File: config.mk
export PLATFORM = sky130hd
export DESIGN_NAME = serial_compare_fsm
export DESIGN_NICKNAME = d
export VERILOG_FILES = /design/src/rtl/cmp_pkg.sv /design/src/rtl/serial_cmp_cell.sv /design/src/rtl/serial_compare_fsm.sv
export SDC_FILE = /design/constraint.sdc
export NUM_CORES = 1
export LEC_CHECK = 0
export BUFFER_PORTS_ARGS = -buffer_cell sky130_fd_sc_hd__buf_2
export CAP_MARGIN = 40
export CORE_MARGIN = 2
export CORE_UTILIZATION = 39
export DETAILED_ROUTE_END_ITERATION = 16
export PLACE_DENSITY_LB_ADDON = 0.2
export SLEW_MARGIN = 20
export SYNTH_ARGS = -nofsm -noshare
export SYNTH_HDL_FRONTEND = slang
export SYNTH_SLANG_ARGS = --single-unit
export TNS_END_PERCENT = 10
File: constraint.sdc
create_clock -name iClk -period 1.7 [get_ports iClk]
set_clock_uncertainty 0.2 [all_clocks]
set_input_delay 0 -clock iClk [delete_from_list [all_inputs] [get_ports iClk]]
set_output_delay 0 -clock iClk [all_outputs]
set_load 0.01 [all_outputs]
File: src/rtl/cmp_pkg.sv
// Shared definitions for the compare-result interface: one-hot result codes,
// serial comparator state and sticky-record encodings, and cascade resolution.
package cmp_pkg;

  localparam logic [2:0] CMP_GT  = 3'b100;
  localparam logic [2:0] CMP_LT  = 3'b010;
  localparam logic [2:0] CMP_EQ  = 3'b001;
  localparam logic [2:0] CMP_INV = 3'b000;

  typedef enum logic [1:0] {
    IDLE,
    SHIFT,
    DONE
  } stateT;

  // First recorded difference while scanning MSB first.
  typedef enum logic [1:0] {
    REC_NONE = 2'b00,
    REC_LT   = 2'b01,
    REC_GT   = 2'b10
  } recT;

  // Equal operands defer to the lower-order word; only a clean one-hot code passes.
  function automatic logic [2:0] resolveEq(input logic [2:0] cascade);
    logic [2:0] res;
    case (cascade)
      CMP_GT, CMP_LT, CMP_EQ: res = cascade;
      default:                res = CMP_INV;
    endcase
    return res;
  endfunction

endpackage

File: src/rtl/serial_cmp_cell.sv
// Single-bit compare step: updates the sticky first-difference record and
// flags when a new difference is recorded in this bit.
module serial_cmp_cell
  import cmp_pkg::*;
(
  input  logic       aBit,
  input  logic       bBit,
  input  logic [1:0] stickyIn,
  output logic [1:0] stickyOut,
  output logic       diff
);

  always_comb begin
    stickyOut = stickyIn;
    diff      = 1'b0;
    if (stickyIn == REC_NONE && aBit != bBit) begin
      diff      = 1'b1;
      stickyOut = aBit ? REC_GT : REC_LT;
    end
  end

endmodule

File: src/rtl/serial_compare_fsm.sv
// Bit-serial unsigned magnitude comparator, MSB first, with cascade input and
// one-hot {A>B, A<B, A=B} result.
module serial_compare_fsm
  import cmp_pkg::*;
#(
  parameter int unsigned WIDTH      = 8,
  parameter bit          EARLY_EXIT = 1'b1
) (
  input  logic             iClk,
  input  logic             iRst_n,
  input  logic             iValid,
  output logic             oReady,
  input  logic [WIDTH-1:0] iData_a,
  input  logic [WIDTH-1:0] iData_b,
  input  logic [2:0]       iCascade,
  output logic             oValid,
  output logic [2:0]       oData,
  output logic             oBusy
);

  localparam int unsigned CntW = $clog2(WIDTH);

  stateT            state;
  logic [WIDTH-1:0] aReg;
  logic [WIDTH-1:0] bReg;
  logic [CntW-1:0]  cnt;
  logic [2:0]       cascadeReg;
  logic [1:0]       sticky;
  logic [1:0]       stickyNext;
  logic             diff;

  serial_cmp_cell uCell (
    .aBit      (aReg[WIDTH-1]),
    .bBit      (bReg[WIDTH-1]),
    .stickyIn  (sticky),
    .stickyOut (stickyNext),
    .diff      (diff)
  );

  assign oReady = (state == IDLE);
  assign oBusy  = (state != IDLE);

  always_ff @(posedge iClk or negedge iRst_n) begin
    if (!iRst_n) begin
      state      <= IDLE;
      aReg       <= '0;
      bReg       <= '0;
      cnt        <= '0;
      cascadeReg <= CMP_INV;
      sticky     <= REC_NONE;
      oValid     <= 1'b0;
      oData      <= CMP_INV;
    end else begin
      oValid <= 1'b0;
      case (state)
        IDLE: begin
          if (iValid) begin
            aReg       <= iData_a;
            bReg       <= iData_b;
            cascadeReg <= iCascade;
            cnt        <= CntW'(WIDTH - 1);
            sticky     <= REC_NONE;
            state      <= SHIFT;
          end
        end
        SHIFT: begin
          aReg   <= aReg << 1;
          bReg   <= bReg << 1;
          cnt    <= cnt - 1'b1;
          sticky <= stickyNext;
          if ((EARLY_EXIT && diff) || cnt == '0) begin
            state <= DONE;
          end
        end
        DONE: begin
          oValid <= 1'b1;
          case (sticky)
            REC_GT:  oData <= CMP_GT;
            REC_LT:  oData <= CMP_LT;
            default: oData <= resolveEq(cascadeReg);
          endcase
          state <= IDLE;
        end
        default: state <= IDLE;
      endcase
    end
  end

endmodule

# Word level (Yosys, flattened, before mapping)
# Index checks and enable logic that the tools add are counted.
[classes]
n_addsub = 1
n_eq_ne = 11
n_reduce_logical = 12
muxes = 17
[op_table]
columns = ["operator", "n"]
rows = [
  ["$pmux W8 S2", 2],
  ["$mux W8", 2],
  ["$pmux W3 S2", 2],
  ["$mux W2", 5],
  ["$pmux W2 S2", 2],
  ["$mux W3", 2],
  ["$reduce_and A2 Y1", 3],
  ["$eq A2 B1 Y1 const B", 2],
  ["$eq A2 B2 Y1 const B", 2],
  ["$logic_not A2 Y1", 2],
  ["$ne A2 B2 Y1 const B", 2],
  ["$reduce_bool A2 Y1", 2],
  ["$eq A3 B1 Y1 const B", 1],
  ["$eq A3 B2 Y1 const B", 1],
  ["$eq A3 B3 Y1 const B", 1],
  ["$logic_not A3 Y1", 1],
  ["$reduce_and A3 Y1", 1],
  ["$reduce_or A3 Y1", 1],
  ["$sub A3 B1 Y3 const B", 1],
  ["$mux W1", 2],
  ["$ne A2 B1 Y1 const B", 1],
  ["$logic_and A1 B1 Y1", 1],
  ["$logic_or A1 B1 Y1", 1],
  ["$ne A1 B1 Y1", 1],
]
[word_totals]
inputBits = 22
register_bits = 30
word_cells = 49
output_inout_bits = 6

# Depth between registers and ports, before layout
# Gate-level depths: netlist (run 1).
[logic_depth]
ltp_word = 6
mapped_depth = 5

# By module
# Synthesis (run 1) repeated with hierarchy kept, for this count alone.
[unflattened]
hier_cells = 149
hier_area_um2 = 1487.7
[by_module_without_submodules]
columns = ["mod", "cells_each", "seq_area_each_um2", "area_per_inst_um2", "n_inst"]
rows = [
  ["serial_compare_fsm", 143, 750.7, 1441.4, 1],
  ["serial_cmp_cell", 6, 0.0, 46.3, 1],
]

# Worst setup path after synthesis (run 1)
# Ideal clock, no wire load.
[synth_timing]
kind = "reg-to-reg"
from = "register sticky[0]"
to = "register oData[0]"
synth_period_minus_slack_ps = 1614
setup_time_ps = 83
arrival_time_ps = 1331
path_buffers = 0
path_stages_with_launch = 5
required_time_ps = 1417
setup_slack_ps = 86
path_cell_list = "dfrtp_1 > inv_1 > ha_1 > or4b_1 > o21ai_0"
[synth_between]
elab_chain_cells = 2
[synth_lines]
columns = ["element", "line", "source"]
rows = [
  ["start, declared", "serial_compare_fsm.sv:28", "logic [1:0] sticky;"],
  ["start signal, assigned", "serial_compare_fsm.sv:70", "sticky <= stickyNext;"],
  ["$eq A2 B1 Y1 / $eq A2 B2 Y1 (equally long branches)", "serial_compare_fsm.sv:77", "case (sticky)"],
  ["$pmux W3 S2 (*)", "serial_compare_fsm.sv:77", ""],
  ["end signal, assigned", "serial_compare_fsm.sv:80", "default: oData <= resolveEq(cascadeReg);"],
  ["end, declared", "serial_compare_fsm.sv:17", "output logic [2:0] oData,"],
]
# Every way passes the cells marked *; elsewhere a longest branch is shown, timed or not.
# A chain may end at the register's enable or synchronous reset.

# Worst setup path after layout (run 1)
# Same ends and word-level chain as after synthesis.

==> metrics, run 1 <==
synthesized area 1600 µm²; clock root buffer clkbuf_8; Die Y 68.0 µm; vias approximately 1300; fin nets 239; Final Setup Violations 0; Die X-Extent 68.0 µm; drt pass-1 iters 4; final period utilization 96.4%; first-pass GRT wire length 5620 µm; total length of routed wires between 3000 and 4000 µm; detailed placement HPWL ~2200 µm; grt ovf 0; Final Hold Fails 0; syn_nets 185; routed len/inst roughly 12 µm; Yosys warning count 0; fin. max-slew vios 0; gr usage total between 10% and 20%; Critical Path AT 1650 ps; Power Dens Cells 1640 nW/µm²; min-delay worst type input pin to register; FF+latch count, synth 30; vias in the first global route approximately 1300; Yosys top cell area share 47.0%; initial DRC count 49; cell taking the most area after synthesis dfrtp_1; EDFF count, synth 0; sequential area share after synthesis 47.0%; Post-Synthesis Cells 158; P_leak 1.05 nW; CP max FO 4; Layout Area Growth over Synthesis 31.2%; register-to-register setup slack 60 ps; RSZ-0062 raised after global routing yes; clock-pin slew on the worst setup and hold paths 70 ps; critical path required time 1710 ps; Setup CP Type register to register; Max Clk Rate about 610 MHz; met3 wire length between 100 and 150 µm; headroom to the max-slew limit a little over half; Avg Inst Size Synth 10.1 µm²; ys async rst share 100%; Top Ports 28; CP Capture Type register; routability congestion estimate 0.724; Die Area 4620 µm²; Slew @ Worst Pin roughly 690 ps; wl on met1 1390 µm; IR drop worst, VDD around 0.7 mV; final worst slack roughly 60 ps; # rows 23; CTS tree built; antenna violations before repair 0; metal2 WL around 1600 µm; DRC errors left 0; via/cell ratio 4.85; Critical Path Start Type register; ys flop type dfrtp_1; layout cells sized above 1 between 30 and 40%; largest net degree at the start of global routing 31; H-Tree Depth 2; fillers about 370; unique cell type count in the Yosys netlist 28; outcome finished clean; clk sink count 30; CTS Buffer Depth 2; post-route ant nets 0; Place WS about 45 ps; TNS Setup 0 ps; starting density of the core 40.2%; clk_lat worst skew 280 ps; Port Buf Inserts 27; Num CTS Buffers 5; max-cap viol count 0; Top Layer Used met4; core area roughly 4000 µm²; Tmin final approximately 1600 ps; Antenna Cells 0; largest cells by area after synthesis dfrtp_1 47%, nand3_2 18%, nand2_1 11%
[path summary, 6_finish.rpt]
| kind | from | endpoint | depth (start not counted) |
|---|---|---|---|
| min reg2reg | oData[2]$_DFFE_PN0P_ | oData[2]$_DFFE_PN0P_ | 2 |
| min | iValid | aReg[0]$_DFFE_PN0P_ | 5 |
| max | sticky[0]$_DFFE_PN0P_ | oData[0]$_DFFE_PN0P_ | 4 |
| max reg2reg | sticky[0]$_DFFE_PN0P_ | oData[0]$_DFFE_PN0P_ | 4 |
| min in group asynchronous | iRst_n | sticky[0]$_DFFE_PN0P_ | 2 |
| max in group asynchronous | iRst_n | aReg[1]$_DFFE_PN0P_ | 2 |
[timing repair]
action                                  in CTS  in global routing
hold buffers                                20                  0
gates resized for setup                      0                  3
buffers inserted                             0                  0
endpoints found under the setup margin       0                  3
endpoints found under the hold margin       49                  0
[report_power, final]
group | internal (mW) | total [mW] | switching (mW) | leakage (nW)
combinational | 0.716 | 1.58 | 0.860 | 0.631
clock | 0.326 | 0.589 | 0.263 | 0.0482
sequential | 1.04 | 1.28 | 0.238 | 0.374
total | 2.08 | 3.45 | 1.36 | 1.05
[metal layers]
layer,GRT usage [%],up-vias
met3,3.95,8
met5,0,-
met1,20.1,610
met2,27.2,20
li1,-,637
met4,8.25,0
[flip-flops by register name, summed over array words and instances, names as in the netlist]
register,cells
cascadeReg,3
sticky,2
oValid,1
oData,3
bReg,8
cnt,3
aReg,8
state,2
[kinds of logic (layout without fill, tap and decap cells)]
| group | Yosys count | after routing | share of synthesized area, % |
|---|---|---|---|
| buffers and inverters | 15 | 70 | 6.66 |
| AND/OR/NAND/NOR | 92 | 92 | 36.8 |
| XOR/XNOR | 1 | 1 | 0.548 |
| AO/OA/AOI/OAI | 15 | 15 | 5.09 |
| flip-flops | 30 | 30 | 47.0 |
| adder cells (fa/ha/maj) | 5 | 5 | 3.92 |
[cell type report]
class | instances | area (µm²) | share of cell area (%)
Tap cell | 50 | 62.6 | 2.99
Multi-Input combinational cell | 113 | 753 | 35.9
Sequential cell | 30 | 751 | 35.8
Clock buffer | 7 | 86.3 | 4.12
Inverter | 6 | 22.5 | 1.07
Clock inverter | 1 | 5.00 | 0.239
Timing Repair Buffer | 56 | 415 | 19.8
[synthesized netlist by cell type, drive strengths merged, types with 2 or more instances]
library cell  count
nand2            46
nor4b             2
dfrtp            30
nand3            31
ha                5
nand2b            2
o21ai             6
a21oi             6
inv               6
nor2b             2
buf               8
[metrics by stage]
step | hold WS [ps] | cell area [µm²] | util, % | total power [mW] | instances
floorplan | -496 | 1600 | - | 2.45 | 158
global placement | -129 | 1790 | 45.1 | 2.75 | 235
detailed placement | -115 | 1790 | 45.1 | 2.83 | 235
CTS | 71.5 | 2080 | 52.5 | 3.47 | 263
global route | 105 | 2100 | 52.8 | 3.77 | 263
finish | 78.6 | 2100 | 52.8 | 3.45 | 263
[worst max-delay path: stages, from the launching register on]
cell and delay [ps]:
dfrtp_1 390, inv_1 80, ha_1 300, or4b_1 460, o21ai_1 130
[cell usage in the layout, fill, tap and decap left out]
master	instances
a21oi_1	6
or4b_1	1
nand3_2	29
nor3_1	1
nor4b_2	2
nand4b_1	1
nor2_1	1
and3_1	1
nand3_1	2
ha_1	5
clkinv_2	1
or2_2	1
a21o_1	1
dfrtp_1	30
o21ai_1	1
o21ai_0	5
a22oi_1	1
buf_12	1
xor2_1	1
a31oi_1	1
nor2b_1	2
nor3b_2	1
or3b_1	1
buf_4	8
nand4bb_1	1
nand2_1	46
clkbuf_1	1
buf_2	27
inv_1	6
dlygate4sd3_1	20
nand2b_1	2
clkbuf_8	6
Note: power is estimated with default switching activity, not from simulation.
==> run 2, diff against run 1 <==
--- a/config.mk
+++ b/config.mk
@@ -7,8 +7,10 @@
 export LEC_CHECK = 0
 export BUFFER_PORTS_ARGS = -buffer_cell sky130_fd_sc_hd__buf_2
 export CAP_MARGIN = 40
+export CELL_PAD_IN_SITES_DETAIL_PLACEMENT = 1
+export CELL_PAD_IN_SITES_GLOBAL_PLACEMENT = 2
 export CORE_MARGIN = 2
-export CORE_UTILIZATION = 39
+export CORE_UTILIZATION = 31
 export DETAILED_ROUTE_END_ITERATION = 16
 export PLACE_DENSITY_LB_ADDON = 0.2
 export SLEW_MARGIN = 20
==> metrics, run 2 (synthesized netlist as in run 1, its figures left out) <==
outcome finished clean; min-delay worst type input pin to register; Die Area 5740 µm² (+24%); Die X-Extent 75.8 µm (+11%); P_leak 1.06 nW (+0.94%); core area 5040 µm² (+27%); final period utilization 96.3% (-0.11 points); via/cell ratio 4.60 (-5.0%); Top Ports 28 (unchanged); routed len/inst 12.5 µm (+5.1%); Clk network pwr share 16.9% (-0.2 points); storage element area 751 µm² (unchanged); internal power 2.12 mW (+1.6%); critical path's largest stage delay 470 ps (about the same); placed cell area 1820 µm² (+1.8%); initial DRC count 43 (-12%); Regs by FF count aReg: 8 flops, bReg: 8 flops; Max Clk Rate 611 MHz (+0.11%); Port Buf Inserts 27 (unchanged); IR drop worst, VDD 0.608 mV (-16%); # rows 26 (+13%); critical path required time 1710 ps (about the same); Final Hold Fails 0 (unchanged); post-route ant nets 0 (unchanged); layout cells sized above 1 36.3% (+0.60 points); fillers 605 (+65%); Design Area, Final 2140 µm² (+1.9%); hold path startpoint iValid; Seq pwr share 36.1% (-1.0 points); gr usage total 14.6% (-1.9 points); Worst path slowest cell or4b_1; clk_lat worst skew 280 ps (about the same); Die Y 75.8 µm (+11%); Final Setup Violations 0 (unchanged); max-cap viol count 0 (unchanged); clock-pin slew on the worst setup and hold paths 70 ps (about the same); fin nets 241 (+0.84%); CP Capture Type register; CTS Buffer Depth 2 (unchanged); vias 1312 (+2.9%); worst hold margin 73.5 ps (-5.13 ps); starting density of the core 31.7% (-8.5 points); Worst R2R Start sticky[1]$_DFFE_PN0P_; Switching Share 40.0% (+0.44 points); drt pass-1 iters 4 (unchanged); headroom to the max-slew limit 53.6% (-0.13 points); TNS Setup 0 ps (unchanged); largest net degree at the start of global routing 31 (unchanged); vias in the first global route 1357 (+6.4%); Layout Area Growth over Synthesis 33.7%; first-pass GRT wire length 6090 µm (+8.4%); Num CTS Buffers 5 (unchanged); Critical Path Start Type register; antenna violations before repair 0 (unchanged); NetSw 1.41 mW (+3.6%); H-Tree Depth 2 (unchanged); Multi-input gate area 753 µm² (unchanged); Antenna Cells 0 (unchanged); Power Dens Cells 1650 nW/µm² (+0.48%); Setup CP Type register to register; most frequent cells in the layout 46 x nand2_1, 30 x dfrtp_1, 29 x nand3_2; grt ovf 0 (unchanged); routability congestion estimate 0.729 (+0.69%); Critical Path Source sticky[1]$_DFFE_PN0P_; fin. max-slew vios 0 (unchanged); clock root buffer clkbuf_8; Tmin final 1640 ps (-1.82 ps); Logic pwr share 47.0% (+1.3 points); CP max FO 4 (unchanged); detailed placement HPWL 2450 µm (+13%); worst path cell trace inv_1 -> ha_1 -> or4b_1 -> o21ai_1; CTS tree built; DRC errors left 0 (unchanged); total length of routed wires 3570 µm (+14%); clk sink count 30 (unchanged); commonest non-fill, non-tap cell in the layout nand2_1; Slew @ Worst Pin 696 ps (+2.01 ps); Critical Path AT 1650 ps (about the same)
[run 2: cell count changes in the layout (fill, tap and decap cells not counted), sizes merged]
cell	before	now
buf	36	38
[run 2: layout make-up]
class | count | area share (%)
Inverter | 6 | 1.05
Timing Repair Buffer | 58 | 20.2
Tap cell | 70 | 4.10
Sequential cell | 30 | 35.1
Multi-Input combinational cell | 113 | 35.3
Clock inverter | 1 | 0.234
Clock buffer | 7 | 4.04
[run 2: worst paths after layout]
path / endpoint / depth (start not counted) / slack [ps]
max: oData[0]$_DFFE_PN0P_ / 4 / 60
min: cascadeReg[0]$_DFFE_PN0P_ / 5 / 70
max reg2reg: oData[0]$_DFFE_PN0P_ / 4 / 60
min reg2reg: cnt[0]$_DFFE_PN0P_ / 1 / 270
max in group asynchronous: aReg[5]$_DFFE_PN0P_ / 2 / 750
min in group asynchronous: bReg[7]$_DFFE_PN0P_ / 2 / 100
[run 2: power groups by stage]
stage               Combinational, mW  Clock, mW  Sequential, mW
finish                           1.66      0.596            1.27
global route                     1.89      0.648            1.33
CTS                              1.68      0.612            1.27
detailed placement               1.61          0            1.29
global placement                 1.54          0            1.27
floorplan                        1.18          0            1.27
[run 2: worst max-delay path: cells and delay by family, from the launching register on]
kind	cells	cell delay (ps)
and+or+nand+nor	1	470
DFF	1	390
adders and majority gates	1	290
AOI/OAI and AO/OA	1	140
buffers and inverters	1	80
[run 2: repair_timing]
item                                    4_1_cts  5_1_grt
hold endpoints to repair                     49        0
buffers inserted                              1        0
endpoints found under the setup margin        1        3
hold buffers                                 20        0
gates resized for setup                       0        3
[run 2: stage by stage]
stage	util, %	setup slack, ps	power [mW]	cells
CTS	42.1	9.32	3.57	285
detailed placement	36.2	4.59	2.90	256
finish	42.4	62.6	3.53	285
global placement	36.2	87.2	2.81	256
floorplan	-	86.5	2.45	158
global route	42.4	-22.5	3.87	285
[run 2: metal layers]
| layer | vias to the layer above | share of wire [%] | global-route usage (%) |
|---|---|---|---|
| met4 | 0 | 2.1 | 7.02 |
| met5 | - | 0 | 0 |
| met1 | 644 | 43 | 17.4 |
| met3 | 8 | 2.8 | 3.17 |
| met2 | 21 | 53 | 24.9 |
| li1 | 639 | - | - |
==> run 3, diff against run 2 <==
--- a/config.mk
+++ b/config.mk
@@ -5,12 +5,13 @@
 export SDC_FILE = /design/constraint.sdc
 export NUM_CORES = 1
 export LEC_CHECK = 0
+export ABC_CLOCK_PERIOD_IN_PS = 1800
 export BUFFER_PORTS_ARGS = -buffer_cell sky130_fd_sc_hd__buf_2
 export CAP_MARGIN = 40
 export CELL_PAD_IN_SITES_DETAIL_PLACEMENT = 1
 export CELL_PAD_IN_SITES_GLOBAL_PLACEMENT = 2
 export CORE_MARGIN = 2
-export CORE_UTILIZATION = 31
+export CORE_UTILIZATION = 34
 export DETAILED_ROUTE_END_ITERATION = 16
 export PLACE_DENSITY_LB_ADDON = 0.2
 export SLEW_MARGIN = 20
==> constraint.sdc (replaced) <==
create_clock -name iClk -period 1.8 [get_ports iClk]
set_clock_uncertainty 0.2 [all_clocks]
set_input_delay 0 -clock iClk [delete_from_list [all_inputs] [get_ports iClk]]
set_output_delay 0 -clock iClk [all_outputs]
set_load 0.01 [all_outputs]
==> metrics, run 3 (synthesized netlist as in run 1, its figures left out) <==
outcome finished clean; fin nets 240 (-0.41%); P_leak 1.05 nW (-1.3%); clock root buffer clkbuf_8; Critical Path Start Type register; CTS Buffer Depth 2 (unchanged); Port Buf Inserts 27 (unchanged); Tmin final 1710 ps (+67.7 ps); met2 Usage GRT 26.9% (+2.0 points); DRC errors left 0 (unchanged); Setup CP Type register to register; Slew @ Worst Pin 690 ps (-6.31 ps); Design Area, Final 2090 µm² (-2.1%); final worst slack 94.9 ps (+32.3 ps); layout cells sized above 1 34.3% (-2.0 points); max-cap viol count 0 (unchanged); Post-Place Cells 236 (-7.8%); RSZ-0062 raised after global routing no; vias 1302 (-0.76%); Die Area 5260 µm² (-8.4%); Multi-input gate area 741 µm² (-1.7%); CTS tree built; grt ovf 0 (unchanged); fin. max-slew vios 0 (unchanged); final design utilization 47.0% (+4.7 points); detailed placement HPWL 2410 µm (-1.7%); Clk network pwr share 15.3% (-1.6 points); total length of routed wires 3590 µm (+0.45%); antenna violations before repair 0 (unchanged); starting density of the core 36.0% (+4.3 points); Num CTS Buffers 5 (unchanged); H-Tree Depth 2 (unchanged); # rows 24 (-7.7%); Top Ports 28 (unchanged); first-pass GRT wire length 6240 µm (+2.5%); Final Setup Violations 0 (unchanged); via/cell ratio 4.91 (+6.7%); gr usage total 15.4% (+0.81 points); critical path required time 1800 ps (+90 ps); core area 4440 µm² (-12%); storage element area 751 µm² (unchanged); routability congestion estimate 0.708 (-2.9%); internal power 1.95 mW (-7.8%); largest net degree at the start of global routing 31 (unchanged); Regs by FF count aReg: 8 flops, bReg: 8 flops; final period utilization 94.7% (-1.6 points); vias in the first global route 1340 (-1.3%); post_cts resized 0 (unchanged); Post-Layout Cell Count 265 (-7.0%); Switching Share 40.2% (+0.21 points); post-route ant nets 0 (unchanged); Tot Pwr 3.26 mW (-7.5%); Layout Area Growth over Synthesis 30.9%; NetSw 1.31 mW (-7.0%); fillers 521 (-14%); Seq pwr share 37.1% (+1.0 points); worst hold margin 85.6 ps (+12.2 ps); Logic pwr share 47.5% (+0.5 points); Antenna Cells 0 (unchanged); commonest non-fill, non-tap cell in the layout nand2_1; Max Clk Rate 586 MHz (-4.0%); Critical Path AT 1700 ps (+50 ps); TNS Setup 0 ps (unchanged); clk_lat worst skew 280 ps (about the same); most frequent cells in the layout 46 x nand2_1, 30 x dfrtp_1, 29 x nand3_2; headroom to the max-slew limit 54.0% (+0.42 points); routed len/inst 13.5 µm (+8.0%); Final Hold Fails 0 (unchanged); CP max FO 5 (+1); drt pass-1 iters 4 (unchanged); CP Capture Type register; Die X-Extent 72.6 µm (-4.3%); clock-pin slew on the worst setup and hold paths 60 ps (about the same); initial DRC count 41 (-4.7%); grt met3 use 4.17% (+0.99 points); grt met1 use 18.2% (+0.83 points); Place WS 103 ps (+98.6 ps); placed cell area 1800 µm² (-1.4%); IR drop worst, VDD 0.533 mV (-12%); peak-usage layer in the global routing report met2; min-delay worst type input pin to register; Power Dens Cells 1560 nW/µm² (-5.5%); Die Y 72.6 µm (-4.3%); clk sink count 30 (unchanged)
==> run 3: timing repair <==
item                       in CTS  in global routing
hold buffers                   20                  0
setup buffers                   0                  2
hold endpoints to repair       49                  0
setup endpoints to repair       0                  1
==> run 3: final timing paths <==
path | depth (start not counted) | start | to | slack, ps
worst max-delay path | 4 | sticky[1]$_DFFE_PN0P_ | oData[0]$_DFFE_PN0P_ | 90
worst min-delay path | 5 | iValid | aReg[0]$_DFFE_PN0P_ | 90
worst max register to register | 4 | sticky[1]$_DFFE_PN0P_ | oData[0]$_DFFE_PN0P_ | 90
worst min register to register | 2 | oData[1]$_DFFE_PN0P_ | oData[1]$_DFFE_PN0P_ | 270
max in group asynchronous | 2 | iRst_n | oData[0]$_DFFE_PN0P_ | 850
min in group asynchronous | 2 | iRst_n | bReg[6]$_DFFE_PN0P_ | 100
==> run 3: layer usage <==
metal	vias up	share of wire [%]
li1	639	-
met1	637	44
met2	20	51
met3	6	3.3
met4	0	1.3
met5	-	0
==> run 3: power groups by stage <==
stage	clock network, mW	logic, mW	registers, mW
2_1_floorplan	0	1.12	1.20
3_3_place_gp	0	1.43	1.20
3_5_place_dp	0	1.50	1.22
4_1_cts	0.524	1.54	1.21
5_1_grt	0.548	1.77	1.26
6_report	0.501	1.55	1.21
==> run 3: worst max-delay path, cell delays in order, from the launching register on <==
cell and delay [ps]:
dfrtp_1 400, inv_1 80, ha_1 340, or4b_1 470, o21ai_0 140
==> run 3: layout make-up <==
cell class	count	area share [%]
Sequential cell	30	35.9
Clock buffer	7	3.65
Inverter	6	1.08
Timing Repair Buffer	57	20.8
Tap cell	52	3.11
Multi-Input combinational cell	113	35.4
